**config.mk**
```make
export PLATFORM = sky130hd
export DESIGN_NAME = uart_frame_parser
export DESIGN_NICKNAME = d
export VERILOG_FILES = /design/src/rtl/uart_frame_parser.sv
export SDC_FILE = /design/constraint.sdc
export NUM_CORES = 1
export LEC_CHECK = 0
export ABC_AREA = 0
export BUFFER_PORTS_ARGS = -buffer_cell sky130_fd_sc_hd__buf_4
export CORE_UTILIZATION = 25
export DETAILED_ROUTE_END_ITERATION = 8
export PLACE_DENSITY_LB_ADDON = 0.05
export SKIP_LAST_GASP = 1
export SYNTH_ARGS = -nofsm -noshare
export SYNTH_HDL_FRONTEND = slang
export SYNTH_SLANG_ARGS = --single-unit
```
**constraint.sdc**
```tcl
create_clock -name i_clk -period 4 [get_ports i_clk]
set_clock_uncertainty 0.2 [all_clocks]
set_input_delay 0.4 -clock i_clk [delete_from_list [all_inputs] [get_ports i_clk]]
set_output_delay 0.4 -clock i_clk [all_outputs]
set_load 0.02 [all_outputs]
```
**src/rtl/uart_frame_parser.sv**
```systemverilog
// -----------------------------------------------------------------------------
// uart_frame_parser
//   Sits behind a UART receiver and turns its byte stream into validated
//   payloads. A frame is SOF, LEN, PAYLOAD[LEN], CSUM. The checksum is the
//   8-bit wrapping sum of LEN and the payload bytes. The payload is buffered.
//   Only frames that pass the length and checksum checks, and that arrive
//   without an inter-byte timeout, are replayed on a valid/ready stream.
//
// Ports
//   i_clk          system clock
//   i_rst_n        synchronous, active-low reset
//   i_rx_dat[7:0]  byte from the UART receiver
//   i_rx_rdy       1-cycle strobe, i_rx_dat valid
//   o_pl_dat[7:0]  replayed payload byte
//   o_pl_valid     o_pl_dat valid
//   i_pl_ready     consumer accepts the byte when valid & ready
//   o_pl_last      final payload byte, qualified by o_pl_valid
//   o_frame_ok     1-cycle pulse, frame accepted
//   o_err_csum     1-cycle pulse, checksum mismatch, frame dropped
//   o_err_len      1-cycle pulse, LEN == 0 or LEN > MAX_LEN, frame dropped
//   o_err_timeout  1-cycle pulse, inter-byte silence too long, frame dropped
//   o_err_busy     1-cycle pulse, byte arrived during replay and was discarded
// -----------------------------------------------------------------------------
module uart_frame_parser #(
  parameter logic [7:0] SOF_BYTE    = 8'h5A,
  parameter int         MAX_LEN     = 16,
  parameter int         TIMEOUT_CYC = 8680
) (
  input  logic       i_clk,
  input  logic       i_rst_n,
  input  logic [7:0] i_rx_dat,
  input  logic       i_rx_rdy,
  output logic [7:0] o_pl_dat,
  output logic       o_pl_valid,
  input  logic       i_pl_ready,
  output logic       o_pl_last,
  output logic       o_frame_ok,
  output logic       o_err_csum,
  output logic       o_err_len,
  output logic       o_err_timeout,
  output logic       o_err_busy
);

  localparam int            IW      = (MAX_LEN > 1) ? $clog2(MAX_LEN) : 1;
  localparam int            TW      = (TIMEOUT_CYC > 1) ? $clog2(TIMEOUT_CYC) : 1;
  localparam logic [TW-1:0] TLIM    = TW'(TIMEOUT_CYC - 1);
  localparam logic [8:0]    LEN_MAX = 9'(MAX_LEN);

  typedef enum logic [2:0] {
    S_IDLE,
    S_LEN,
    S_PAYLOAD,
    S_CSUM,
    S_OUT
  } state_t;

  state_t        state;
  logic [7:0]    len;
  logic [7:0]    idx;
  logic [7:0]    csum;
  logic [TW-1:0] tcnt;
  logic [7:0]    buf_mem [MAX_LEN];

  logic          in_frame;
  logic          tmo;
  logic [7:0]    idx_inc;

  function automatic logic [7:0] csum_add(input logic [7:0] acc, input logic [7:0] b);
    return acc + b;
  endfunction

  always_comb begin
    in_frame = (state == S_LEN) || (state == S_PAYLOAD) || (state == S_CSUM);
    // The timeout fires on the TIMEOUT_CYC-th idle cycle. A byte landing on
    // that same cycle suppresses it.
    tmo      = in_frame && !i_rx_rdy && (tcnt == TLIM);
    idx_inc  = idx + 8'd1;
  end

  // Payload buffer. Only the control path is reset.
  always_ff @(posedge i_clk) begin
    if (state == S_PAYLOAD && i_rx_rdy) begin
      buf_mem[idx[IW-1:0]] <= i_rx_dat;
    end
  end

  always_ff @(posedge i_clk) begin
    if (!i_rst_n) begin
      state         <= S_IDLE;
      len           <= '0;
      idx           <= '0;
      csum          <= '0;
      tcnt          <= '0;
      o_pl_dat      <= '0;
      o_pl_valid    <= 1'b0;
      o_pl_last     <= 1'b0;
      o_frame_ok    <= 1'b0;
      o_err_csum    <= 1'b0;
      o_err_len     <= 1'b0;
      o_err_timeout <= 1'b0;
      o_err_busy    <= 1'b0;
    end else begin
      o_frame_ok    <= 1'b0;
      o_err_csum    <= 1'b0;
      o_err_len     <= 1'b0;
      o_err_timeout <= 1'b0;
      o_err_busy    <= 1'b0;

      // The counter idles at zero outside a frame. Every frame state is
      // entered on a byte event, so it also starts from zero on entry.
      tcnt <= (in_frame && !i_rx_rdy && !tmo) ? tcnt + 1'b1 : '0;

      case (state)
        S_IDLE: begin
          if (i_rx_rdy && i_rx_dat == SOF_BYTE) begin
            state <= S_LEN;
          end
        end

        S_LEN: begin
          if (i_rx_rdy) begin
            len  <= i_rx_dat;
            csum <= i_rx_dat;
            if (i_rx_dat == 8'd0 || {1'b0, i_rx_dat} > LEN_MAX) begin
              o_err_len <= 1'b1;
              state     <= S_IDLE;
            end else begin
              idx   <= '0;
              state <= S_PAYLOAD;
            end
          end else if (tmo) begin
            o_err_timeout <= 1'b1;
            state         <= S_IDLE;
          end
        end

        S_PAYLOAD: begin
          if (i_rx_rdy) begin
            csum <= csum_add(csum, i_rx_dat);
            idx  <= idx_inc;
            if (idx_inc == len) begin
              state <= S_CSUM;
            end
          end else if (tmo) begin
            o_err_timeout <= 1'b1;
            state         <= S_IDLE;
          end
        end

        S_CSUM: begin
          if (i_rx_rdy) begin
            if (i_rx_dat == csum) begin
              o_frame_ok <= 1'b1;
              idx        <= '0;
              state      <= S_OUT;
            end else begin
              o_err_csum <= 1'b1;
              state      <= S_IDLE;
            end
          end else if (tmo) begin
            o_err_timeout <= 1'b1;
            state         <= S_IDLE;
          end
        end

        S_OUT: begin
          // Bytes arriving during replay are flagged and dropped. The replay
          // is not disturbed.
          if (i_rx_rdy) begin
            o_err_busy <= 1'b1;
          end
          // valid low inside OUT means the first byte has not been loaded
          // yet. After that, a new byte is loaded on each handshake so there
          // are no bubbles.
          if (!o_pl_valid) begin
            o_pl_valid <= 1'b1;
            o_pl_dat   <= buf_mem[idx[IW-1:0]];
            o_pl_last  <= (idx_inc == len);
            idx        <= idx_inc;
          end else if (i_pl_ready) begin
            if (o_pl_last) begin
              o_pl_valid <= 1'b0;
              o_pl_last  <= 1'b0;
              state      <= S_IDLE;
            end else begin
              o_pl_dat  <= buf_mem[idx[IW-1:0]];
              o_pl_last <= (idx_inc == len);
              idx       <= idx_inc;
            end
          end
        end

        default: state <= S_IDLE;
      endcase
    end
  end

endmodule

```
-- Word-level counts from Yosys, hierarchy flattened
Memories as Yosys holds them, arrays and structs flattened. A register that Yosys moved wholly into a read port is not among the register bits.
Index checks and enable logic that the tools add are counted.
- flip-flop bits (word level): 56
- bits in latches: 0
- memory bits (writable): 128
- bits in read-only memories: 0
- input bits: 12
- output and inout bits: 15
- word-level logic and storage cells: 110
- memories: 1
- memory list (name ; words ; bits a word ; read ports ; clocked after memory_dff ; wr ports ; line ; text):
    buf_mem ; 16 ; 8 ; 1 ; 1 ; 1 ; 62 ; logic [7:0] buf_mem [MAX_LEN];
- add/subtract/negate cells: 3
- $mul: 0
- div/mod/pow operators: 0
- magnitude comparators: 1
- eq/ne operators: 22
- shift-type cells: 0
- muxes and demuxes: 42
- bitwise operators: 2
- reductions and logical operators: 26
- operators by type and width (operator ; count):
    $mux 8 ; 13
    $pmux 8 s4 ; 1
    $mux 3 ; 10
    $ne 2x2->1 const B ; 9
    $eq 8x8->1 ; 2
    $pmux 8 s2 ; 1
    $pmux 3 s5 ; 1
    $add 14x1->14 const B ; 1
    $eq 14x14->1 const B ; 1
    $mux 1 ; 13
    $reduce_and 3->1 ; 4
    $add 8x1->8 const B ; 1
    $add 8x8->8 ; 1
    $eq 8x7->1 const B ; 1
    $gt 8x5->1 const B ; 1
    $logic_not 8->1 ; 1
    $mux 4 ; 2
    $reduce_and 2->1 ; 4
    $reduce_and 8->1 ; 1
    $eq 3x2->1 const B ; 2
    $ne 3x3->1 const B ; 2
    $reduce_or 3->1 ; 2
    $logic_and 1x1->1 ; 5
    $reduce_and 5->1 ; 1
    other kinds (11) ; 16

-- Depth between registers and ports, before layout
- word-level depth: 8
- gate-level depth with buffers: 9
- depth with buffers taken out: 9

-- Least setup slack after synthesis
Ideal clock, no wire load.
- path kind: input -> register
- start point: input i_rx_dat[5]
- end point: register with a tool-made name
- arrival time: 2.142 ns
- setup slack: 1.538 ns
- cell stages on the path: 6
- path through: ha_1 or4_4 o31ai_4 o21ai_2 o21a_4 a22o_1
- RTL lines (what ; line ; text):
    start, declared ; 31 ; input logic [7:0] i_rx_dat,

-- Worst setup path in the final report
- start point: register idx[0]
- end point: register state[0]
- longest elaborated chain between the ends: 4
- ends and longest elaborated chain (what ; line ; text):
    start, declared ; 59 ; logic [7:0] idx;
    start signal, assigned ; 140 ; idx <= idx_inc;
    start signal, assigned ; 179 ; idx <= idx_inc;
    start signal, assigned ; 188 ; idx <= idx_inc;
    $add 8x1->8 ; 77 ; idx_inc = idx + 8'd1;
    $eq 8x8->1 ; 141 ; if (idx_inc == len) begin
    $ne 3x2->1 (no source line) ; n/a ;
    $reduce_and 5->1 (no source line) ; n/a ;
    end signal, assigned ; 89 ; state <= S_IDLE;
    end signal, assigned ; 142 ; state <= S_CSUM;
    end signal, assigned ; 146 ; state <= S_IDLE;
    end, declared ; 57 ; state_t state;
No other way between the ends.
A chain may end at the register's enable or synchronous reset.

==> impl_metrics.toml <==
[outcome]
status = "complete, no violations"

[timing]
period_share = 0.661
drv_slew = 0
rsz0062_at_grt = "false"
slew_headroom = 0.461
period_needed_ps = 2640
fin_tns_setup_ps = 0
fmax_ghz = 0.378
holdWs_ps = 63.5
hold_violations = 0
final-setup-viol-count = 0
worst_pin_slew_ps = 807

[logic_synthesis]
synth_area_leaders = "edfxtp_1 (49%), dfxtp_1 (15%), mux4_2 (11%)"
seq_area_frac_synth = 0.637
yosysUniqueCellTypes = 57
synth_fp_nets = 589
ys_warn_count = 0
netlist.area_leader.share = 0.485
ys.flop_type = "edfxtp_1"
synth_edf_count = 128
avgSynthCellArea_um2 = 14.0
synth_seq_cells = 188
syn_area_um2 = 7920
synth_top_cell_by_area = "edfxtp_1"
syn_inst = 564
synthArstFlopShare = 0

[floorplan]
rows = 64
core_area_um2 = 30900
die-area_um2 = 32400
chipWidth_um = 180
die_h_um = 180
start_util = 0.256
io_pins = 27

[clock_network]
cts_num_sinks = 188
clk_latency_ps = 440
cts_resized = 0
htreeDepth = 4
cts_tree = "yes"
clkTransAtPathRegs_ps = 80
cts_made_buffers = 17
clockBufferDepth = 2
postCtsSetupBuffers = 0
holdBufCountCts = 0
root_buffer = "clkbuf_16"

[global_routing]
grt_pass1_wl_mm = 31.6
overflow = 0
use_met2 = 0.222
grt_pass1_vias = 4750
grt_antenna_before_repair = 0
use_met3 = 0.0277
grt_max_degree = 33
track_usage = 0.135
busiest_layer = "met2"
grtUsageMet1 = 0.181

[placed_design]
numPlacedInstances = 968
post_dp_cell_area_um2 = 8550
dp_hpwl_mm = 13.8
io_buffer_count = 26
place_congestion = 0.725

[power_and_ir_drop]
p_sw_frac = 0.239
p_comb_frac = 0.019
intPower_mw = 2.93
p_seq_frac = 0.537
p_sw_uw = 923
ir_drop_v = 0.000288
p_clk_frac = 0.444
power_density_nw_per_um2 = 421
leakage_nw = 2.91

[detailed_routing]
wl_mm = 20.6
wl_per_cell_um = 20.6
drt_first_iter_violations = 328
avgViaCountPerCell = 4.69
vias = 4692
drc_errors = 0
drtPass1Iterations = 4
drtAntennaViolNets = 0

[final_layout]
stdcell_area_um2 = 9150
final_util = 0.296
finalNetCount = 616
drive_gt1_frac = 0.194
finalNonFillerCells = 1001
area_delta_synth_final_pct = 15.5
n_fill_cell = 3130

[critical_path]
required_ps = 4160
endpoint_kind = "flip-flop"
cp_data_arrival_time_ps = 2800
critPathMaxFanout = 8
path_class = "flip-flop to flip-flop"
cp-start-kind = "flip-flop"

[min_path]
hold_class = "input port to flip-flop"

[run]
cap_viol_max_count = 0
-- stage by stage --
step	setup WS (ps)	total power, mW
2_1_floorplan	1540	2.14
3_3_place_gp	1140	2.19
3_5_place_dp	1120	2.19
4_1_cts	1310	3.91
5_1_grt	1130	3.98
6_report	1360	3.85
-- worst paths after layout --
check / from / end / slack, ps / depth (start not counted)
max: idx[0]$_SDFFE_PN0P_ / state[0]$_SDFFE_PN0P_ / 1360 / 7
max reg2reg: idx[0]$_SDFFE_PN0P_ / state[0]$_SDFFE_PN0P_ / 1360 / 7
min: i_rx_rdy / o_err_timeout$_SDFF_PP0_ / 60 / 2
min reg2reg: o_pl_dat[3]$_SDFFE_PN0P_ / o_pl_dat[3]$_SDFFE_PN0P_ / 260 / 2
-- state kept, by name, indices dropped and copies added, names as in the netlist, 3 cells and up, named ones only --
| register | count |
|---|---|
| len | 8 |
| tcnt | 14 |
| idx | 8 |
| state | 3 |
| o_pl_dat | 8 |
| buf_mem | 128 |
| csum | 8 |
-- metal layers --
layer,share of wire,vias up
met5,0,-
met4,0.010,0
met3,0.045,17
met2,0.48,100
met1,0.46,2399
li1,-,2176
-- cell usage after synthesis (all sizes together), types with 2 or more instances --
cell type / count
o211ai: 4
ha: 12
and2: 9
nor3: 8
a21oi: 29
nand3b: 2
or3: 4
and3: 12
o31ai: 3
clkbuf: 12
and3b: 2
xnor2: 18
nor4: 5
nand4: 4
mux4: 40
o2111ai: 2
nand2: 58
o21ai: 24
dfxtp: 60
inv: 13
a211oi: 4
buf: 13
a2111oi: 2
nor2: 37
nand3: 16
mux2i: 2
a22o: 2
nor3b: 3
edfxtp: 128
or4: 2
xor2: 13
nor2b: 6
nand2b: 2
-- cell usage in the layout (no fill, tap or decap), drive strengths merged, types with 3 or more instances in the layout --
| master | instances |
|---|---|
| nand3 | 16 |
| clkbuf | 17 |
| mux4 | 40 |
| xnor2 | 18 |
| xor2 | 13 |
| buf | 33 |
| and2 | 9 |
| nand4 | 4 |
| nand2 | 58 |
| dfxtp | 60 |
| and3 | 12 |
| nor4 | 5 |
| a211oi | 4 |
| nor3 | 8 |
| inv | 20 |
| nor3b | 3 |
| clkinv | 8 |
| a21oi | 29 |
| edfxtp | 128 |
| o211ai | 4 |
| ha | 12 |
| o21ai | 24 |
| nor2b | 6 |
| o31ai | 3 |
| or3 | 4 |
| nor2 | 37 |
-- final cells by class --
type | instances | area (um2) | area share
sequential | 188 | 5050 | 0.552
timing repair buffer | 33 | 248 | 0.0271
tap | 396 | 495 | 0.0542
inverter | 14 | 52.6 | 0.00574
clock buffer | 17 | 425 | 0.0465
antenna | 1 | 2.50 | 0.000274
clock inverter | 15 | 170 | 0.0186
multi-input combinational | 337 | 2710 | 0.296
-- kinds of logic after synthesis --
logic type,synth area share
AOI/OAI and AO/OA,0.0621
muxes,0.116
buffers and inverters,0.0215
and+or+nand+nor,0.108
DFF,0.637
xor gates and xnor gates,0.0343
adders and majority gates,0.0215
-- power groups by stage --
stage	combinational (mW)	clock [mW]	sequential [mW]
after detailed placement	0.0743	0	2.11
after floorplan	0.0253	0	2.11
after global placement	0.0726	0	2.11
after CTS	0.0743	1.77	2.07
final	0.0725	1.71	2.07
after global routing	0.0813	1.83	2.07
-- critical path, stage by stage, from the launching register on --
cell	delay, ps
dfxtp_1	520
ha_1	390
nand3_1	260
nor2_1	350
xnor2_1	120
nor4_1	280
nand3_1	190
a211oi_1	250
(Power assumes the default switching activity.)
